--- src/rtl/display_pkg.sv ---
// Shared types and constants for the seven-segment scan controller.
// Contents:
//   state_t        - conversion/commit FSM states
//   SEG_*          - active-low {g,f,e,d,c,b,a} patterns (0 = segment lit)
//   BCD_DIGITS     - width of the BCD accumulator in digits (always 3)
//   CONV_STEPS     - shift-add-3 iterations for an 8-bit binary input
//   bcd_add3       - one "add 3 to every nibble >= 5" correction step
//   bcd_overflow   - true when a 3-digit BCD value needs more than n digits
package display_pkg;

  typedef enum logic [1:0] {
    IDLE   = 2'd0,
    CONV   = 2'd1,
    COMMIT = 2'd2
  } state_t;

  localparam int BCD_DIGITS = 3;
  localparam int CONV_STEPS = 8;

  localparam logic [6:0] SEG_BLANK = 7'h7F;
  localparam logic [6:0] SEG_DASH  = 7'h3F;  // only g lit
  localparam logic [6:0] SEG_0     = 7'h40;
  localparam logic [6:0] SEG_1     = 7'h79;
  localparam logic [6:0] SEG_2     = 7'h24;
  localparam logic [6:0] SEG_3     = 7'h30;
  localparam logic [6:0] SEG_4     = 7'h19;
  localparam logic [6:0] SEG_5     = 7'h12;
  localparam logic [6:0] SEG_6     = 7'h02;
  localparam logic [6:0] SEG_7     = 7'h78;
  localparam logic [6:0] SEG_8     = 7'h00;
  localparam logic [6:0] SEG_9     = 7'h10;

  // Pre-shift correction: any nibble that would reach >= 10 after doubling
  // gets 3 added so the carry lands in the next nibble.
  function automatic logic [11:0] bcd_add3(input logic [11:0] bcd);
    logic [11:0] res;
    res = bcd;
    for (int i = 0; i < BCD_DIGITS; i++) begin
      if (bcd[4*i +: 4] >= 4'd5) res[4*i +: 4] = bcd[4*i +: 4] + 4'd3;
    end
    return res;
  endfunction

  // A valid BCD value is >= 10^n exactly when a nibble at index >= n is nonzero.
  function automatic logic bcd_overflow(input logic [11:0] bcd, input int n);
    logic ovf;
    ovf = 1'b0;
    for (int i = 0; i < BCD_DIGITS; i++) begin
      if (i >= n && bcd[4*i +: 4] != 4'd0) ovf = 1'b1;
    end
    return ovf;
  endfunction

endpackage

--- src/rtl/seg7_decode.sv ---
// BCD digit to active-low seven-segment pattern.
// Ports:
//   digit - 4-bit BCD digit; codes 10..15 decode to a blank pattern
//   seg   - {g,f,e,d,c,b,a}, 0 = lit
module seg7_decode
  import display_pkg::*;
(
  input  logic [3:0] digit,
  output logic [6:0] seg
);

  always_comb begin
    // NOTE: every path assigns seg (default arm included), so no latch is inferred.
    case (digit)
      4'd0:    seg = SEG_0;
      4'd1:    seg = SEG_1;
      4'd2:    seg = SEG_2;
      4'd3:    seg = SEG_3;
      4'd4:    seg = SEG_4;
      4'd5:    seg = SEG_5;
      4'd6:    seg = SEG_6;
      4'd7:    seg = SEG_7;
      4'd8:    seg = SEG_8;
      4'd9:    seg = SEG_9;
      default: seg = SEG_BLANK;
    endcase
  end

endmodule

--- src/rtl/display_scan_ctrl.sv ---
// Time-multiplexed seven-segment display controller.
// Accepts an 8-bit value over valid/ready, converts it to BCD one bit per
// cycle, and swaps the shown digits only at a frame boundary so a digit
// never mixes old and new values. A free-running scanner enables one digit
// at a time through a single shared decoder.
// Ports:
//   clk       - system clock, rising edge
//   rst       - asynchronous active-high reset
//   val_in    - binary value to display (0..255)
//   val_valid - val_in is valid
//   val_ready - controller can accept a value (FSM idle)
//   seg       - segment drive {g,f,e,d,c,b,a}, active-low
//   an        - digit enables, active-low, one-hot-low; digit 0 = ones
//   busy      - a value is being converted or is waiting to be committed
module display_scan_ctrl
  import display_pkg::*;
#(
  parameter int NUM_DIGITS  = 2,      // 1..3
  parameter int REFRESH_DIV = 50000,  // cycles per scan slot, >= 2
  parameter int LZ_BLANK    = 1       // 1 = blank leading zeros
) (
  input  logic                  clk,
  input  logic                  rst,
  input  logic [7:0]            val_in,
  input  logic                  val_valid,
  output logic                  val_ready,
  output logic [6:0]            seg,
  output logic [NUM_DIGITS-1:0] an,
  output logic                  busy
);

  localparam int DIV_W = (REFRESH_DIV > 1) ? $clog2(REFRESH_DIV) : 1;
  localparam logic [DIV_W-1:0] DIV_LAST = DIV_W'(REFRESH_DIV - 1);
  localparam logic [1:0] IDX_LAST = 2'(NUM_DIGITS - 1);
  localparam logic [2:0] STEP_LAST = 3'(CONV_STEPS - 1);

  // ---------------- scanner ----------------
  logic [DIV_W-1:0] div_cnt;
  logic [1:0]       scan_idx;
  logic             tick;
  logic             frame_tick;

  assign tick       = (div_cnt == DIV_LAST);
  assign frame_tick = tick && (scan_idx == IDX_LAST);

  always_ff @(posedge clk or posedge rst) begin
    if (rst) begin
      div_cnt  <= '0;
      scan_idx <= '0;
    end else begin
      // NOTE: sequential state uses <= so every register samples pre-edge values.
      if (tick) begin
        div_cnt  <= '0;
        scan_idx <= (scan_idx == IDX_LAST) ? 2'd0 : scan_idx + 2'd1;
      end else begin
        div_cnt <= div_cnt + DIV_W'(1);
      end
    end
  end

  // ---------------- conversion FSM ----------------
  state_t      state;
  logic [7:0]  bin_sr;
  logic [11:0] bcd_acc;
  logic [2:0]  step;
  logic [11:0] disp_bcd;
  logic        ovf;

  assign val_ready = (state == IDLE);

  always_ff @(posedge clk or posedge rst) begin
    if (rst) begin
      state    <= IDLE;
      bin_sr   <= '0;
      bcd_acc  <= '0;
      step     <= '0;
      busy     <= 1'b0;
      disp_bcd <= '0;
      ovf      <= 1'b0;
    end else begin
      case (state)
        IDLE: begin
          if (val_valid) begin
            bin_sr  <= val_in;
            bcd_acc <= '0;
            step    <= '0;
            busy    <= 1'b1;
            state   <= CONV;
          end
        end
        CONV: begin
          // Correct, then shift the binary MSB into the BCD LSB.
          bcd_acc <= (bcd_add3(bcd_acc) << 1) | {11'd0, bin_sr[7]};
          bin_sr  <= {bin_sr[6:0], 1'b0};
          step    <= step + 3'd1;
          if (step == STEP_LAST) state <= COMMIT;
        end
        COMMIT: begin
          // Holding until the last slot of a frame ends keeps every digit of
          // one frame drawn from the same value.
          if (frame_tick) begin
            disp_bcd <= bcd_acc;
            ovf      <= bcd_overflow(bcd_acc, NUM_DIGITS);
            busy     <= 1'b0;
            state    <= IDLE;
          end
        end
        default: state <= IDLE;
      endcase
    end
  end

  // ---------------- digit pattern selection ----------------
  logic [3:0] cur_digit;
  logic [6:0] dec_seg;
  logic       lead_zero;
  logic [6:0] seg_next;

  assign cur_digit = disp_bcd[4*scan_idx +: 4];

  seg7_decode u_dec (
    .digit (cur_digit),
    .seg   (dec_seg)
  );

  // Current digit and every displayed digit above it are zero.
  always_comb begin
    lead_zero = 1'b1;
    for (int j = 0; j < BCD_DIGITS; j++) begin
      if (j >= int'(scan_idx) && j < NUM_DIGITS && disp_bcd[4*j +: 4] != 4'd0)
        lead_zero = 1'b0;
    end
  end

  always_comb begin
    seg_next = dec_seg;
    if (ovf)
      seg_next = SEG_DASH;
    else if (LZ_BLANK != 0 && scan_idx != 2'd0 && lead_zero)
      seg_next = SEG_BLANK;
  end

  // seg and an share one register stage so they always change together.
  always_ff @(posedge clk or posedge rst) begin
    if (rst) begin
      seg <= SEG_BLANK;
      an  <= '1;
    end else begin
      seg <= seg_next;
      an  <= ~(NUM_DIGITS'(1) << scan_idx);
    end
  end

endmodule

--- config.mk ---
export PLATFORM = sky130hd
export DESIGN_NAME = display_scan_ctrl
export DESIGN_NICKNAME = d
export VERILOG_FILES = /design/src/rtl/display_pkg.sv /design/src/rtl/seg7_decode.sv /design/src/rtl/display_scan_ctrl.sv
export SDC_FILE = /design/constraint.sdc
export NUM_CORES = 1
export LEC_CHECK = 0
export CORE_MARGIN = 4
export CORE_UTILIZATION = 59
export CTS_BUF_LIST = sky130_fd_sc_hd__clkbuf_16
export DETAILED_ROUTE_END_ITERATION = 10
export PLACE_DENSITY = 0.8
export SYNTH_ARGS = -nofsm -noshare
export SYNTH_HDL_FRONTEND = slang
export SYNTH_HIERARCHICAL = 1
export SYNTH_SLANG_ARGS = --single-unit
--- constraint.sdc ---
create_clock -name clk -period 3 [get_ports clk]
set_clock_uncertainty 0.1 [all_clocks]
set_input_delay 0.45 -clock clk [delete_from_list [all_inputs] [get_ports clk]]
set_output_delay 0.45 -clock clk [all_outputs]
set_load 0.02 [all_outputs]
Yosys cells after proc, flatten, opt, wreduce, memory -nomap -nowiden
Memories as Yosys holds them, arrays and structs flattened.
Cells that the tools add are included.
{"block": "classes", "n_addsub": 6, "n_bitwise": 2, "n_lt_le_gt_ge": 5, "shift": 2, "eq_ne": 8, "mux": 26, "n_reduce_logical": 15}
{"op": "12-bit one-hot mux with 2 select lines", "count": 1}
{"op": "16-bit by 1-bit adder with 16-bit output (second input constant)", "count": 1}
{"op": "16-bit == test (second input constant)", "count": 1}
{"op": "16-bit two-way mux", "count": 1}
{"op": "4-bit two-way mux", "count": 4}
{"op": "8-bit one-hot mux with 2 select lines", "count": 1}
{"op": "7-bit two-way mux", "count": 2}
{"op": "4-bit by 3-bit greater-or-equal comparator with 1-bit output (second input constant)", "count": 3}
{"op": "12-bit two-way mux", "count": 1}
{"op": "12-bit by 1-bit bitwise OR with 12-bit output", "count": 1}
{"op": "4-bit nonzero test", "count": 3}
{"op": "12-bit by 5-bit indexed part select with 4-bit output", "count": 1}
{"op": "3-bit two-way mux", "count": 3}
{"op": "4-bit by 2-bit adder with 4-bit output (second input constant)", "count": 2}
{"op": "2-bit two-way mux", "count": 4}
{"op": "8-bit two-way mux", "count": 1}
{"op": "2-bit inequality test (second input constant)", "count": 3}
{"op": "2-bit one-hot mux with 3 select lines", "count": 1}
{"op": "3-bit one-hot mux with 2 select lines", "count": 1}
{"op": "3-bit AND reduction", "count": 2}
{"op": "2-bit nonzero test", "count": 3}
{"op": "1-bit two-way mux", "count": 5}
{"op": "2-bit by 1-bit == test with 1-bit output (second input constant)", "count": 2}
{"op": "1-bit by 2-bit greater-or-equal comparator with 1-bit output (first input constant)", "count": 2}
{"op": "other kinds (11)", "count": 15}
{"block": "word_totals", "in_bits": 11, "regBits": 66, "out_inout_bits": 11, "n_memories": 1, "wordCells": 76, "romBits": 112}
{"memory": "(no name shown)", "words": 16, "width": 7, "read_ports": 1, "rd_clocked_by_memory_dff": 0, "write_ports": 0, "line_no": "seg7_decode.sv:14", "text": "case (digit)"}

Logic depth before layout (Yosys ltp)
Gate-level depths: netlist of run 1.
{"block": "logic_depth", "ltp_word": 7, "ltp_mapped": 9}

Modules after synthesis
Netlist of run 1, hierarchy kept.
{"module": "display_scan_ctrl", "area_per_inst_um2": 3111.7, "n_inst": 1, "cells_per_inst": 284}
{"module": "seg7_decode", "area_per_inst_um2": 210.2, "n_inst": 1, "cells_per_inst": 33}

Worst setup path before layout of run 1
No wires, ideal clock.
{"block": "synth_timing", "kind": "register to register", "startpoint": "reg scan_idx[0]", "endpoint": "reg seg[3]", "path_stages_with_launch": 10, "arrival_ps": 1990, "required_time_ps": 2812, "setup_ps": 88, "setup_slack_ps": 822, "n_path_buf": 1, "synth_period_minus_slack_ps": 2178, "cell_sequence": "dfrtp_1 buf_1 mux2i_1 o22ai_1 inv_1 ha_1 or2_1 a21oi_2 a31oi_1 nand2b_1"}
{"block": "synth_via", "elab_cells_between_ends": 12, "cone_classes": "order compare (2); shift (1); mux (4); reduce/logical (4); memory (1)"}
{"element": "start, declared", "line_no": "display_scan_ctrl.sv:39", "text": "logic [1:0] scan_idx;"}
{"element": "start signal, assigned", "line_no": "display_scan_ctrl.sv:54", "text": "scan_idx <= (scan_idx == IDX_LAST) ? 2'd0 : scan_idx + 2'd1;"}
{"element": "12-bit by 5-bit indexed part select with 4-bit output", "line_no": "display_scan_ctrl.sv:119", "text": "assign cur_digit = disp_bcd[4*scan_idx +: 4];"}
{"element": "named net cur_digit[1]", "line_no": "display_scan_ctrl.sv:114", "text": "logic [3:0] cur_digit;"}
{"element": "memory read 16 x 7 bit"}
{"element": "named net dec_seg[3]", "line_no": "display_scan_ctrl.sv:115", "text": "logic [6:0] dec_seg;"}
{"element": "7-bit two-way mux", "line_no": "display_scan_ctrl.sv:139", "text": "else if (LZ_BLANK != 0 && scan_idx != 2'd0 && lead_zero)"}
{"element": "7-bit two-way mux", "line_no": "display_scan_ctrl.sv:137", "text": "if (ovf)"}
{"element": "named net seg_next[3]", "line_no": "display_scan_ctrl.sv:117", "text": "logic [6:0] seg_next;"}
{"element": "end signal, assigned", "line_no": "display_scan_ctrl.sv:149", "text": "seg <= seg_next;"}
{"element": "end, declared", "line_no": "display_scan_ctrl.sv:27", "text": "output logic [6:0] seg,"}
The timed path passes the listed nets, and every way through them passes these cells.
A chain may end at the register's enable or synchronous reset.

Worst setup path after layout of run 1
{"block": "layout_timing", "startpoint": "reg state[0]", "endpoint": "out val_ready"}
{"block": "layout_via", "elab_chain_cells": 1}
{"element": "start, declared", "line_no": "display_scan_ctrl.sv:62", "text": "state_t state;"}
{"element": "start signal, assigned", "line_no": "display_scan_ctrl.sv:73", "text": "state <= IDLE;"}
{"element": "start signal, assigned", "line_no": "display_scan_ctrl.sv:88", "text": "state <= CONV;"}
{"element": "start signal, assigned", "line_no": "display_scan_ctrl.sv:96", "text": "if (step == STEP_LAST) state <= COMMIT;"}
{"element": "2-bit logical NOT", "line_no": "display_scan_ctrl.sv:69", "text": "assign val_ready = (state == IDLE);"}
{"element": "end, declared", "line_no": "display_scan_ctrl.sv:26", "text": "output logic val_ready,"}
No other way between the ends.

==> impl_metrics.py, run 1 <==
metrics = {
    "floorplan": {
        "coreArea_um2": 5473,
        "die_y_um": 83.04,
        "fp.dieArea_um2": 6895,
        "row_count": 27,
        "pin_count": 22,
        "die_w_um": 83.04,
        "initial_core_util_pct": 60.70,
    },
    "routing": {
        "wl_um": 6044,
        "post_drt_wl_per_cell_um": 14.60,
        "dr_total_vias": 2257,
        "ant_nets": 0,
        "post_drt_via_cell_ratio": 5.452,
        "dr.pass1.iters": 4,
        "drt_iter0_drc": 144,
        "drc": 0,
    },
    "logic_synthesis": {
        "ys.flop_type": "dfrtp_1",
        "synthDistinctLibCells": 45,
        "synth.area.top_cells": "dfrtp_1 (43%), dfstp_2 (7.1%), ha_1 (5.6%), mux2_4 (4.1%), o21ai_0 (4.1%)",
        "synthCells": 317,
        "synth_edf_count": 0,
        "synth_nets": 343,
        "seq_area_frac_synth_pct": 50.06,
        "netlist.area_leader.share_pct": 42.94,
        "synthArstFlopShare_pct": 100.0,
        "synth.most_common_cell": "dfrtp_1",
        "synth_area_leader_cell": "dfrtp_1",
        "ys.warnings.count": 6,
        "ys_seq_elements": 66,
        "syn_area_um2": 3322,
        "synth_area_per_cell_um2": 10.48,
        "synthTopCellsByCount": "dfrtp_1 (57), nand2_1 (34), o21ai_0 (27)",
    },
    "sta": {
        "hold_viol": 0,
        "slew_headroom_pct": 49.30,
        "setup-tns-final_ns": 0,
        "setup_viol": 0,
        "rsz0062_at_grt": "false",
        "drv_slew": 0,
        "fin_crit_ns": 2.337,
        "max_freq_mhz": 427.9,
        "tightest_slew_ns": 0.7525,
        "post-route-period-util_pct": 77.91,
    },
    "layout": {
        "drive_gt1_share_pct": 14.33,
        "final_nets": 364,
        "nFillCells": 425,
        "syn_to_final_growth_pct": 15.71,
        "antennaDiodeCount": 0,
        "fin_util_pct": 70.23,
    },
    "clock_network": {
        "cts_tree": "yes",
        "clock_path_buffers": 2,
        "ctsHoldBuffers": 0,
        "clkLatencyLatePin_ns": 0.33,
        "h-tree-depth": 3,
        "cts_made_buffers": 9,
        "cts_setup_buffers": 0,
        "cts_sinks": 66,
        "cts_resized": 0,
        "path_clk_slew_ns": 0.05,
        "cts-root-buf": "clkbuf_16",
    },
    "global_route": {
        "track_usage_pct": 19.41,
        "grt_overflow": 0,
        "grt_max_degree": 38,
        "grt_pass1_vias": 2356,
        "antenna_found_initial": 0,
        "grt_pass1_wl_um": 11010,
    },
    "setup_path": {
        "start_kind": "register",
        "reg2reg_slack_ns": 0.70,
        "crit_arrival_ns": 1.79,
        "timing.rr.end": "seg[3]",
        "path_class": "register to primary output",
        "r2r-start": "scan_idx[0]",
        "endpoint_kind": "primary output",
        "required_ns": 2.45,
        "cp_max_fo": 22,
        "reg2reg_depth": 8,
    },
    "power_and_ir_drop": {
        "power.leakage_nw": 1.776,
        "cellPowerDensity_nw_per_um2": 707.2,
        "peakVddDrop_uv": 551.4,
    },
    "job": {
        "maxCapViolCount": 0,
    },
    "min_path": {
        "holdPathEnd": "seg[6]",
        "whs_path_depth": 1,
        "hold_class": "register to register",
        "min_from": "ovf",
    },
    "placement": {
        "place.gp.congestion": 0.8562,
        "port_buffers": 21,
        "dpl.hpwl_um": 3934,
    },
    "outcome": {
        "status": "completed",
    },
}
-- through the flow --
step	hold slack (ns)	power (mW)	setup slack [ns]	cells	area, um^2
3_5_place_dp	0.3401	1.800	0.7216	399	3583
4_1_cts	0.3598	2.740	0.6524	414	3844
5_1_grt	0.3889	2.921	0.5075	414	3844
3_3_place_gp	0.3349	1.765	0.7885	399	3583
2_1_floorplan	0.2817	1.637	0.8101	317	3322
6_report	0.3631	2.718	0.6628	414	3844
-- critical path, cell delays in order, from the launching register on --
cell             delay, ns
dfrtp_1               0.60
nor2_1                0.23
clkdlybuf4s50_1       0.63
-- state kept, by name (all words and copies together) (netlist names) --
signal    flops
busy          1
bin_sr        8
seg           7
ovf           1
state         2
an            2
scan_idx      2
disp_bcd     12
bcd_acc      12
step          3
div_cnt      16
-- cells in the final DEF, fill, tap and decap left out, drive strengths merged, types with 3 or more instances in the layout --
cell type	synthesis	layout
nor2b	4	4
inv	13	13
nand3	7	7
clkbuf	7	9
mux2i	6	6
o22ai	4	4
nand2	35	35
a31oi	3	3
a22o	5	5
xnor2	8	8
nor3	7	7
a21oi	18	18
nand2b	17	17
o21ai	27	27
nor2	17	17
clkdlybuf4s50	0	21
xor2	7	7
nor3b	7	7
dfrtp	57	57
mux2	16	16
ha	15	15
dfstp	9	9
clkinv	0	4
-- worst max path at each step --
stage | slack (ns) | startpoint | depth (start not counted) | end
global placement | 0.79 | scan_idx[0] | 8 | seg[3]
floorplan | 0.81 | rst | 1 | bcd_acc[0]
finish | 0.66 | state[0] | 2 | val_ready
global route | 0.51 | scan_idx[0] | 7 | seg[1]
detailed placement | 0.72 | scan_idx[0] | 8 | seg[3]
CTS | 0.65 | state[0] | 2 | val_ready
-- where the power goes --
group | internal (mW) | switching [mW] | total, mW
combinational | 0.280 | 0.331 | 0.611
sequential | 1.03 | 0.155 | 1.19
clock | 0.547 | 0.374 | 0.921
-- metal layers --
layer | vias up | track usage, % | routed length [um]
li1 | 1130 | - | -
met1 | 1088 | 24.50 | 2761
met2 | 25 | 32.94 | 2996
met3 | 14 | 3.274 | 151
met4 | 0 | 8.172 | 134
met5 | - | 0 | 0
-- kinds of logic after synthesis --
logic type | Yosys count | share of synthesized area (%)
multiplexers | 22 | 8.249
AND/OR/NAND/NOR | 110 | 17.70
flip-flops | 66 | 50.06
buffers and inverters | 26 | 3.465
AO/OA/AOI/OAI | 63 | 10.92
adder cells (fa/ha/maj) | 15 | 5.650
XOR/XNOR | 15 | 3.955
-- area by class of cell --
| type | count | area, um^2 | area share [%] |
|---|---|---|---|
| clock buffer | 9 | 225.2 | 5.859 |
| clock inverter | 6 | 35.03 | 0.9115 |
| tap | 72 | 90.09 | 2.344 |
| timing repair buffer | 23 | 237.7 | 6.185 |
| multi-input combinational | 225 | 1544 | 40.17 |
| sequential | 66 | 1663 | 43.26 |
| inverter | 13 | 48.80 | 1.270 |
No activity file was read; power rests on OpenSTA's default activity.
==> run 2, diff against run 1 <==
==> constraint.sdc (replaced) <==
create_clock -name clk -period 2.19 [get_ports clk]
set_clock_uncertainty 0.1 [all_clocks]
set_input_delay 0.3285 -clock clk [delete_from_list [all_inputs] [get_ports clk]]
set_output_delay 0.3285 -clock clk [all_outputs]
set_load 0.02 [all_outputs]
==> impl_metrics.py, run 2 (same netlist as run 1, synthesis figures left out) <==
metrics = {
    "min_path": {
        "hold_class": "primary input to async pin",
    },
    "placement": {
        "postPlaceCellArea_um2": 3636,
        "dp_cells": 406,
        "port_buffers": 21,
        "place.gp.congestion": 0.8718,
        "place_ws_ns": 0.2396,
        "dpl.hpwl_um": 4111,
    },
    "floorplan": {
        "row_count": 27,
        "initial_core_util_pct": 60.70,
        "die_w_um": 83.04,
        "fp.dieArea_um2": 6895,
        "pin_count": 22,
        "die_y_um": 83.04,
        "coreArea_um2": 5473,
    },
    "setup_path": {
        "start_kind": "register",
        "cp_max_fo": 8,
        "reg2reg_slack_ns": 0.24,
        "cp_top_family": "flip-flops",
        "required_ns": 2.33,
        "timing.rr.end": "seg[1]",
        "slowest_delay_ns": 0.48,
        "endpoint_kind": "register",
        "r2r-start": "scan_idx[0]",
        "path_class": "register to register",
        "cp_common_cell": "o21ai_0",
        "cp_cell_sequence": "buf_4 > o22ai_1 > inv_1 > ha_1 > o21ai_0 > o21ai_0 > nand2b_1",
        "crit_arrival_ns": 2.09,
        "cp_num_buf_inv": 2,
        "cp_slowest_cell": "dfrtp_1",
        "reg2reg_depth": 7,
    },
    "clock_network": {
        "cts_resized": 0,
        "h-tree-depth": 3,
        "cts_tree": "yes",
        "path_clk_slew_ns": 0.05,
        "ctsHoldBuffers": 0,
        "clkLatencyLatePin_ns": 0.33,
        "clock_path_buffers": 2,
        "cts_setup_buffers": 0,
        "cts-root-buf": "clkbuf_16",
        "cts_made_buffers": 9,
        "cts_sinks": 66,
    },
    "routing": {
        "ant_nets": 0,
        "post_drt_wl_per_cell_um": 14.30,
        "dr.pass1.iters": 4,
        "drt_iter0_drc": 92,
        "post_drt_via_cell_ratio": 5.493,
        "dr_total_vias": 2318,
        "wl_um": 6035,
        "drc": 0,
    },
    "global_route": {
        "grt_overflow": 0,
        "grt_max_degree": 67,
        "grt_pass1_wl_um": 11020,
        "antenna_found_initial": 0,
        "grt_pass1_vias": 2355,
        "track_usage_pct": 19.62,
    },
    "sta": {
        "fin_crit_ns": 1.951,
        "tightest_slew_ns": 0.5983,
        "hold_viol": 0,
        "drv_slew": 0,
        "slew_headroom_pct": 60.03,
        "holdWs_ns": 0.3153,
        "setup_ws_ns": 0.2393,
        "post-route-period-util_pct": 89.07,
        "max_freq_mhz": 512.6,
        "setup_viol": 0,
        "setup-tns-final_ns": 0,
        "rsz0062_at_grt": "false",
    },
    "outcome": {
        "status": "completed",
    },
    "layout": {
        "final_cell_mix": "dfrtp_1 (57), nand2_1 (34), o21ai_0 (27)",
        "drive_gt1_share_pct": 15.43,
        "regMostFlops": "div_cnt",
        "reg_top3": "div_cnt x16, bcd_acc x12, disp_bcd x12",
        "seqCellArea_um2": 1663,
        "final_common_cell": "dfrtp_1",
        "antennaDiodeCount": 0,
        "syn_to_final_growth_pct": 17.36,
        "fin_area_um2": 3899,
        "multiInputGateArea_um2": 1544,
        "fin_cells": 422,
        "final_nets": 371,
        "largest_register_ffs": 16,
        "nFillCells": 385,
    },
    "power_and_ir_drop": {
        "power.leakage_nw": 1.818,
        "peakVddDrop_uv": 787.8,
        "cellPowerDensity_nw_per_um2": 953.0,
    },
    "job": {
        "maxCapViolCount": 0,
    },
}
[run 2: cell count changes in the layout (fill, tap and decap cells not counted)]
cell / change
inv_1: +1
clkinvlp_4: -1
buf_4: +7
clkinv_2: -2
clkinv_4: +1
clkinv_1: +2
[run 2: worst max path at each step]
stage                start  endpoint  slack, ns  depth (start not counted)
3_5_place_dp   scan_idx[0]    seg[1]       0.24                          7
6_report       scan_idx[0]    seg[1]       0.24                          7
3_3_place_gp   scan_idx[0]    seg[1]       0.31                          7
5_1_grt        scan_idx[0]    seg[0]       0.02                          6
2_1_floorplan  scan_idx[0]    seg[3]       0.01                          9
4_1_cts        scan_idx[0]    seg[0]       0.22                          8
[run 2: metrics by stage]
step / utilization [%] / total power [mW]
6_report: 71.24 / 3.716
5_1_grt: 71.24 / 3.991
4_1_cts: 71.24 / 3.759
3_5_place_dp: 66.44 / 2.488
3_3_place_gp: 66.44 / 2.433
2_1_floorplan: - / 2.243
[run 2: routing by layer]
layer,track usage (%),up-vias,share of wire [%],wire length [um]
met5,0,-,0,0
met4,6.984,0,1.0,62
met3,6.448,7,3.7,226
met2,32.94,35,50,3044
met1,23.59,1126,45,2702
li1,-,1150,-,-
[run 2: worst register-to-register path: cells and delay by family (launching register included)]
| kind | cells | cell delay (ns) |
|---|---|---|
| AOI/OAI and AO/OA | 3 | 0.47 |
| adders and majority gates | 1 | 0.33 |
| buffers and inverters | 2 | 0.35 |
| DFF | 1 | 0.48 |
| and+or+nand+nor | 1 | 0.14 |
[run 2: cell type report]
cell class	count	area share, %
well taps	72	2.311
clock inverters	7	0.9628
flip-flops and latches	66	42.65
clock buffers	9	5.777
repair buffers	30	7.445
multi-input cells	225	39.60
inverters	13	1.252
[run 2: power breakdown]
group	internal, mW	switching, mW
Clock	0.749	0.499
Combinational	0.395	0.488
Sequential	1.41	0.169
